`src/rtl/module_perf_monitor.sv`:
```
// rtl/module_perf_monitor.sv - per-channel ap_ctrl latency, interval and stall monitor
// Each channel runs its own IDLE/BUSY/WAIT_CONT tracker; statistics are read through a registered port.
module module_perf_monitor #(
    parameter int NUM_CH = 5,
    parameter int CNT_W  = 32
) (
    input  logic              ap_clk,
    input  logic              ap_rst_n,
    input  logic              mon_en,
    input  logic              mon_clr,
    input  logic [NUM_CH-1:0] ch_start,
    input  logic [NUM_CH-1:0] ch_ready,
    input  logic [NUM_CH-1:0] ch_done,
    input  logic [NUM_CH-1:0] ch_continue,
    input  logic              rd_en,
    input  logic [3:0]        rd_ch,
    input  logic [2:0]        rd_sel,
    output logic              rd_valid,
    output logic [CNT_W-1:0]  rd_data,
    output logic              rd_err
);
    typedef enum logic [1:0] {IDLE = 2'd0, BUSY = 2'd1, WAIT_CONT = 2'd2} state_t;

    localparam logic [CNT_W-1:0] ONES = '1;
    localparam logic [CNT_W-1:0] ONE  = {{(CNT_W-1){1'b0}}, 1'b1};
    localparam logic [CNT_W-1:0] NEAR = {{(CNT_W-1){1'b1}}, 1'b0};
    localparam logic [4:0]       NCH  = 5'(NUM_CH);

    function automatic logic [CNT_W-1:0] sat_inc(input logic [CNT_W-1:0] v);
        return (v == ONES) ? v : v + ONE;
    endfunction

    logic [CNT_W-1:0] stat [NUM_CH][8];

    for (genvar c = 0; c < NUM_CH; c++) begin : g_ch
        state_t           st;
        logic [CNT_W-1:0] lat, ii, inv_cnt, busy_cyc, stall_cyc;
        logic [CNT_W-1:0] last_lat, min_lat, max_lat, last_ii, lat_now;
        logic             ii_seen, ovf;
        logic             in_idle, in_busy, in_wait, complete, finish, launch;
        logic             busy_inc, stall_inc, rdy, ii_inc, ovf_hit;

        assign in_idle   = (st == IDLE);
        assign in_busy   = (st == BUSY);
        assign in_wait   = (st == WAIT_CONT);
        assign complete  = in_busy & ch_done[c];
        assign finish    = (complete | in_wait) & ch_continue[c];
        // A launch from a finishing call makes the finishing cycle latency cycle 1 of the next call.
        assign launch    = (in_idle | finish) & ch_start[c];
        assign busy_inc  = in_busy | in_wait | (in_idle & ch_start[c]);
        assign stall_inc = in_wait & ~ch_continue[c];
        assign rdy       = ch_start[c] & ch_ready[c];
        assign ii_inc    = ii_seen & ~rdy;
        assign lat_now   = sat_inc(lat);
        assign ovf_hit   = (finish & (inv_cnt >= NEAR)) | (busy_inc & (busy_cyc >= NEAR)) |
                           (stall_inc & (stall_cyc >= NEAR)) | (in_busy & (lat >= NEAR)) |
                           (ii_inc & (ii >= NEAR));

        always_ff @(posedge ap_clk or negedge ap_rst_n) begin
            if (!ap_rst_n) begin
                st <= IDLE;       lat <= '0;       ii <= '0;        ii_seen <= 1'b0;
                inv_cnt <= '0;    busy_cyc <= '0;  stall_cyc <= '0; last_lat <= '0;
                min_lat <= ONES;  max_lat <= '0;   last_ii <= '0;   ovf <= 1'b0;
            end else if (mon_clr) begin
                st <= IDLE;       lat <= '0;       ii <= '0;        ii_seen <= 1'b0;
                inv_cnt <= '0;    busy_cyc <= '0;  stall_cyc <= '0; last_lat <= '0;
                min_lat <= ONES;  max_lat <= '0;   last_ii <= '0;   ovf <= 1'b0;
            end else begin
                if (launch)
                    st <= BUSY;
                else if (finish)
                    st <= IDLE;
                else if (complete)
                    st <= WAIT_CONT;

                if (mon_en) begin
                    if (launch)
                        lat <= ONE;
                    else if (in_busy)
                        lat <= lat_now;
                    if (finish)    inv_cnt   <= sat_inc(inv_cnt);
                    if (busy_inc)  busy_cyc  <= sat_inc(busy_cyc);
                    if (stall_inc) stall_cyc <= sat_inc(stall_cyc);
                    if (complete) begin
                        last_lat <= lat_now;
                        if (lat_now < min_lat) min_lat <= lat_now;
                        if (lat_now > max_lat) max_lat <= lat_now;
                    end
                    if (rdy) begin
                        ii      <= ONE;
                        ii_seen <= 1'b1;
                        if (ii_seen) last_ii <= ii;
                    end else if (ii_inc) begin
                        ii <= sat_inc(ii);
                    end
                    if (ovf_hit) ovf <= 1'b1;
                end
            end
        end

        assign stat[c][0] = inv_cnt;
        assign stat[c][1] = busy_cyc;
        assign stat[c][2] = last_lat;
        assign stat[c][3] = min_lat;
        assign stat[c][4] = max_lat;
        assign stat[c][5] = last_ii;
        assign stat[c][6] = stall_cyc;
        assign stat[c][7] = {{(CNT_W-3){1'b0}}, ovf, st};
    end

    logic [CNT_W-1:0] rd_mux;
    logic             rd_bad;

    assign rd_bad = ({1'b0, rd_ch} >= NCH);

    always_comb begin
        rd_mux = '0;
        for (int c = 0; c < NUM_CH; c++)
            if (rd_ch == 4'(c)) rd_mux = stat[c][rd_sel];
    end

    always_ff @(posedge ap_clk or negedge ap_rst_n) begin
        if (!ap_rst_n) begin
            rd_valid <= 1'b0;
            rd_data  <= '0;
            rd_err   <= 1'b0;
        end else begin
            rd_valid <= rd_en;
            rd_err   <= rd_en & rd_bad;
            rd_data  <= (rd_en & ~rd_bad) ? rd_mux : '0;
        end
    end
endmodule
```
`config.mk`:
```
export PLATFORM = sky130hd
export DESIGN_NAME = module_perf_monitor
export DESIGN_NICKNAME = d
export VERILOG_FILES = /design/src/rtl/module_perf_monitor.sv
export SDC_FILE = /design/constraint.sdc
export NUM_CORES = 2
export LEC_CHECK = 0
export CAP_MARGIN = 20
export CORE_ASPECT_RATIO = 1.2
export CORE_MARGIN = 2
export CORE_UTILIZATION = 50
export DETAILED_ROUTE_END_ITERATION = 16
export MAX_ROUTING_LAYER = met4
export PLACE_DENSITY = 0.68
export SLEW_MARGIN = 20
export SYNTH_ARGS = -nofsm -noshare
export SYNTH_HDL_FRONTEND = slang
export SYNTH_SLANG_ARGS = --single-unit
```
`constraint.sdc`:
```
create_clock -name ap_clk -period 4.9 [get_ports ap_clk]
set_clock_uncertainty 0.1 [all_clocks]
set_input_delay 1.47 -clock ap_clk [delete_from_list [all_inputs] [get_ports ap_clk]]
set_output_delay 1.47 -clock ap_clk [all_outputs]
set_load 0.01 [all_outputs]
```
==> key figures <==
Run status
  • Status: complete, no violations

STA
  • Final hold vios: 0
  • Setup violators final: 0
  • Min Tclk post-route: 4.70 ns
  • Max-slew headroom: 0.313
  • Max frequency: 0.213 GHz
  • Slew Limit Fails: 0
  • Period utilisation layout: 0.959
  • Worst-Margin Slew: around 1.0 ns
  • Final WS setup: 0.203 ns

Logic synthesis
  • EDFF count, synth: 0
  • Netlist cell types: 94
  • FF+latch count, synth: about 1500
  • Ys flop type: dfrtp_1
  • Seq/Total Area, Yosys: 0.431
  • Post-Syn Area: slightly below 0.09 mm²
  • Avg Cell Area, Syn: 9.31 µm²
  • Synthesized Nets: 9783
  • Post-Syn Instances: ~9400
  • Yosys warnings: 0
  • Async S/R FF share, synth: 1.00

Drt
  • WL met3: 21.5 mm
  • Residual DRC: 0
  • WL met1: 113 mm
  • First-pass DRT Iterations: 6
  • DRT Wirelength: 292 mm
  • Max layer used: met4
  • Starting DRT DRC Count: 7398
  • Drt wl/cell: 24.4 µm
  • ANT nets after route: 0
  • DR vias/cell: 6.20
  • Vias: ~74000
  • Met2 WL: 136 mm

Clock tree
  • Clock transition at path regs: ~0.06 ns
  • Worst skew pair latency: 0.86 ns
  • CTS H-tree lvls: 4
  • Clk buf depth: 3
  • Cts bufs inserted: 163
  • Clock root buffer: clkbuf_16
  • CTS tree: yes
  • Clk sinks: approximately 1500

Critical path
  • Worst Path Max Fanout: 23
  • Worst reg2reg startpoint: g_ch[0].lat[6]
  • Critical Path RT: between 5 and 6 ns
  • R2R setup slack: 0.20 ns
  • CP startpoint kind: flip-flop
  • Critical Path End Type: flip-flop
  • Worst R2R End: g_ch[0].max_lat[3]
  • Register-to-Register Path Depth: 17
  • Worst setup path class: reg2reg
  • WP data arrival: roughly 5.3 ns

Floorplanning
  • Die extent in y: about 460 µm
  • Row count: 168
  • Core area: 0.174 mm²
  • Top-level I/O count: 66
  • DIE AREA: between 0.15 and 0.2 mm²
  • DIE WIDTH: ~390 µm
  • Starting Density: 0.501

Pwr
  • Pwr dens: 306 mW/mm²
  • Lkg Pwr: roughly 43 nW
  • Switching Power: 0.00817 W
  • Worst ir drop on vdd: 445 µV
  • Combinational group share of total power: 0.121
  • Sequential power share: 0.430
  • Internal power: 0.0221 W
  • Sw Ratio: 0.270
  • Clock power share: 0.449

Final layout
  • Most common cell after layout, fill and taps aside: dfrtp_1
  • Most frequent cells in the layout: dfrtp_1 (1332), nor2_1 (1291), nand2_1 (920)
  • Share of cells above drive strength 1: 0.126
  • Area Growth Syn to Fin: 13.4%
  • Final nets: 9965
  • Post-route cell area: 0.0990 mm²

Worst hold path
  • Hold WC Path Type: reg2reg
  • WHS Path Cells: 2
  • Min-Delay Startpoint: g_ch[2].last_lat[14]
  • Worst Hold Endpoint: g_ch[2].last_lat[14]

Global route
  • Overflow after GRT: 0
  • Vias in the first global route: 72100
  • Largest net degree at the start of global routing: between 100 and 150
  • Antenna violations before repair: 14
  • GR Util All Layers: 0.337
  • First-pass GRT wire length: between 400 and 500 mm

Placed design
  • IO buf count: 65
  • Final GP Congestion: 1.01
  • DP HPWL: about 220 mm
  • Dpl ws: 0.0540 ns
  • Placed inst area: ~0.093 mm²

Run
  • Max cap viols: 0
-- power groups by stage --
stage / Clock [W] / Sequential, W / Combinational, W
2_1_floorplan: 0 / 0.0131 / 0.00221
3_3_place_gp: 0 / 0.0132 / 0.00352
3_5_place_dp: 0 / 0.0132 / 0.00359
4_1_cts: 0.0137 / 0.0130 / 0.00361
5_1_grt: 0.0143 / 0.0130 / 0.00399
6_report: 0.0136 / 0.0130 / 0.00366
-- layout make-up --
class | instances | area [µm²]
antenna | 6 | 15.0
clock buffer | 225 | 4700
clock inverter | 77 | 1180
fill | 15100 | 75000
inverter | 457 | 1720
multi-input combinational | 6916 | 46300
sequential | 1494 | 37600
tap | 2295 | 2870
timing repair buffer | 521 | 4680
-- sequential cells by signal (all words and copies together), names as in the netlist, 5 cells and up --
name / flops
g_ch.inv_cnt: 160
g_ch.max_lat: 160
g_ch.ii: 160
rd_data: 32
g_ch.stall_cyc: 160
g_ch.min_lat: 160
g_ch.busy_cyc: 160
g_ch.last_lat: 160
g_ch.last_ii: 160
g_ch.lat: 160
g_ch.ovf: 5
g_ch.ii_seen: 5
g_ch.st: 10
-- worst max-delay path by stage --
stage | cells after the start | start | to
global route | 17 | g_ch[1].lat[0] | g_ch[1].min_lat[25]
detailed placement | 17 | g_ch[0].lat[6] | g_ch[0].min_lat[0]
floorplan | 19 | g_ch[1].lat[1] | g_ch[1].min_lat[1]
CTS | 17 | g_ch[0].lat[6] | g_ch[0].min_lat[0]
finish | 17 | g_ch[0].lat[6] | g_ch[0].max_lat[3]
global placement | 17 | g_ch[0].lat[6] | g_ch[0].min_lat[0]
-- stage by stage --
| stage | setup TNS [ns] | hold slack [ns] | power, W | utilization | instances |
|---|---|---|---|---|---|
| global placement | 0 | 0.361 | 0.0167 | 0.534 | 11700 |
| detailed placement | 0 | 0.368 | 0.0168 | 0.534 | 11700 |
| global route | -0.00827 | 0.411 | 0.0313 | 0.569 | 12000 |
| floorplan | 0 | 0.343 | 0.0153 | - | 9371 |
| CTS | 0 | 0.381 | 0.0303 | 0.568 | 12000 |
| finish | 0 | 0.379 | 0.0303 | 0.569 | 12000 |
-- cell families (layout without fill, tap and decap cells) --
kind of cell	count (synthesis)	in the layout	synth area share
xor gates and xnor gates	682	682	0.0684
buffers and inverters	961	1280	0.0427
DFF	1494	1494	0.431
adders and majority gates	380	380	0.0545
muxes	478	478	0.0828
AOI/OAI and AO/OA	1632	1632	0.122
and+or+nand+nor	3744	3744	0.199
other	0	6	0
-- synthesized netlist by cell type (27+ instances only) --
| master | instances | share of area |
|---|---|---|
| a211oi_1 | 84 | 0.0072 |
| a21o_1 | 36 | 0.0031 |
| a21oi_1 | 448 | 0.026 |
| a21oi_2 | 27 | 0.0027 |
| a22o_1 | 158 | 0.016 |
| a31oi_1 | 64 | 0.0046 |
| and2_1 | 61 | 0.0044 |
| and3_1 | 146 | 0.010 |
| and4_1 | 97 | 0.0097 |
| buf_1 | 67 | 0.0029 |
| clkbuf_1 | 401 | 0.017 |
| dfrtp_1 | 1334 | 0.38 |
| dfstp_2 | 160 | 0.048 |
| ha_1 | 380 | 0.054 |
| inv_1 | 456 | 0.020 |
| mux2i_1 | 263 | 0.030 |
| mux4_2 | 193 | 0.050 |
| nand2_1 | 923 | 0.040 |
| nand3_1 | 318 | 0.018 |
| nand4_1 | 282 | 0.020 |
| nor2_1 | 1294 | 0.056 |
| nor2b_1 | 35 | 0.0025 |
| nor3_1 | 359 | 0.021 |
| nor4_1 | 56 | 0.0040 |
| o211ai_1 | 220 | 0.019 |
| o21ai_0 | 349 | 0.020 |
| o31ai_1 | 53 | 0.0046 |
| or3_1 | 87 | 0.0062 |
| xnor2_1 | 294 | 0.030 |
| xor2_1 | 388 | 0.039 |
-- per-layer routing --
metal | up-vias | global-route usage
li1 | 33600 | -
met3 | 831 | 0.0569
met1 | 36900 | 0.413
met2 | 2999 | 0.517
met5 | - | -
met4 | 0 | 0.216
-- critical path, cell delays in order (launching register included) --
cell      delay (ns)
dfrtp_1         0.42
nand4_1         0.20
nor4_2          0.36
nand4b_1        0.34
buf_4           0.26
or4_2           0.66
xnor2_1         0.18
ha_1            0.31
nand4_1         0.15
nor4_4          0.26
buf_4           0.17
a31oi_1         0.13
and3_1          0.23
a32oi_2         0.22
nand2_2         0.12
buf_12          0.18
mux2i_4         0.17
nor2_1          0.06
-- timing repair --
item                       CTS  global route
buffers inserted             0             7
setup endpoints to repair    0           208
hold buffers                 0             0
gates resized for setup      0            35
Note: power is estimated with default switching activity, not from simulation.
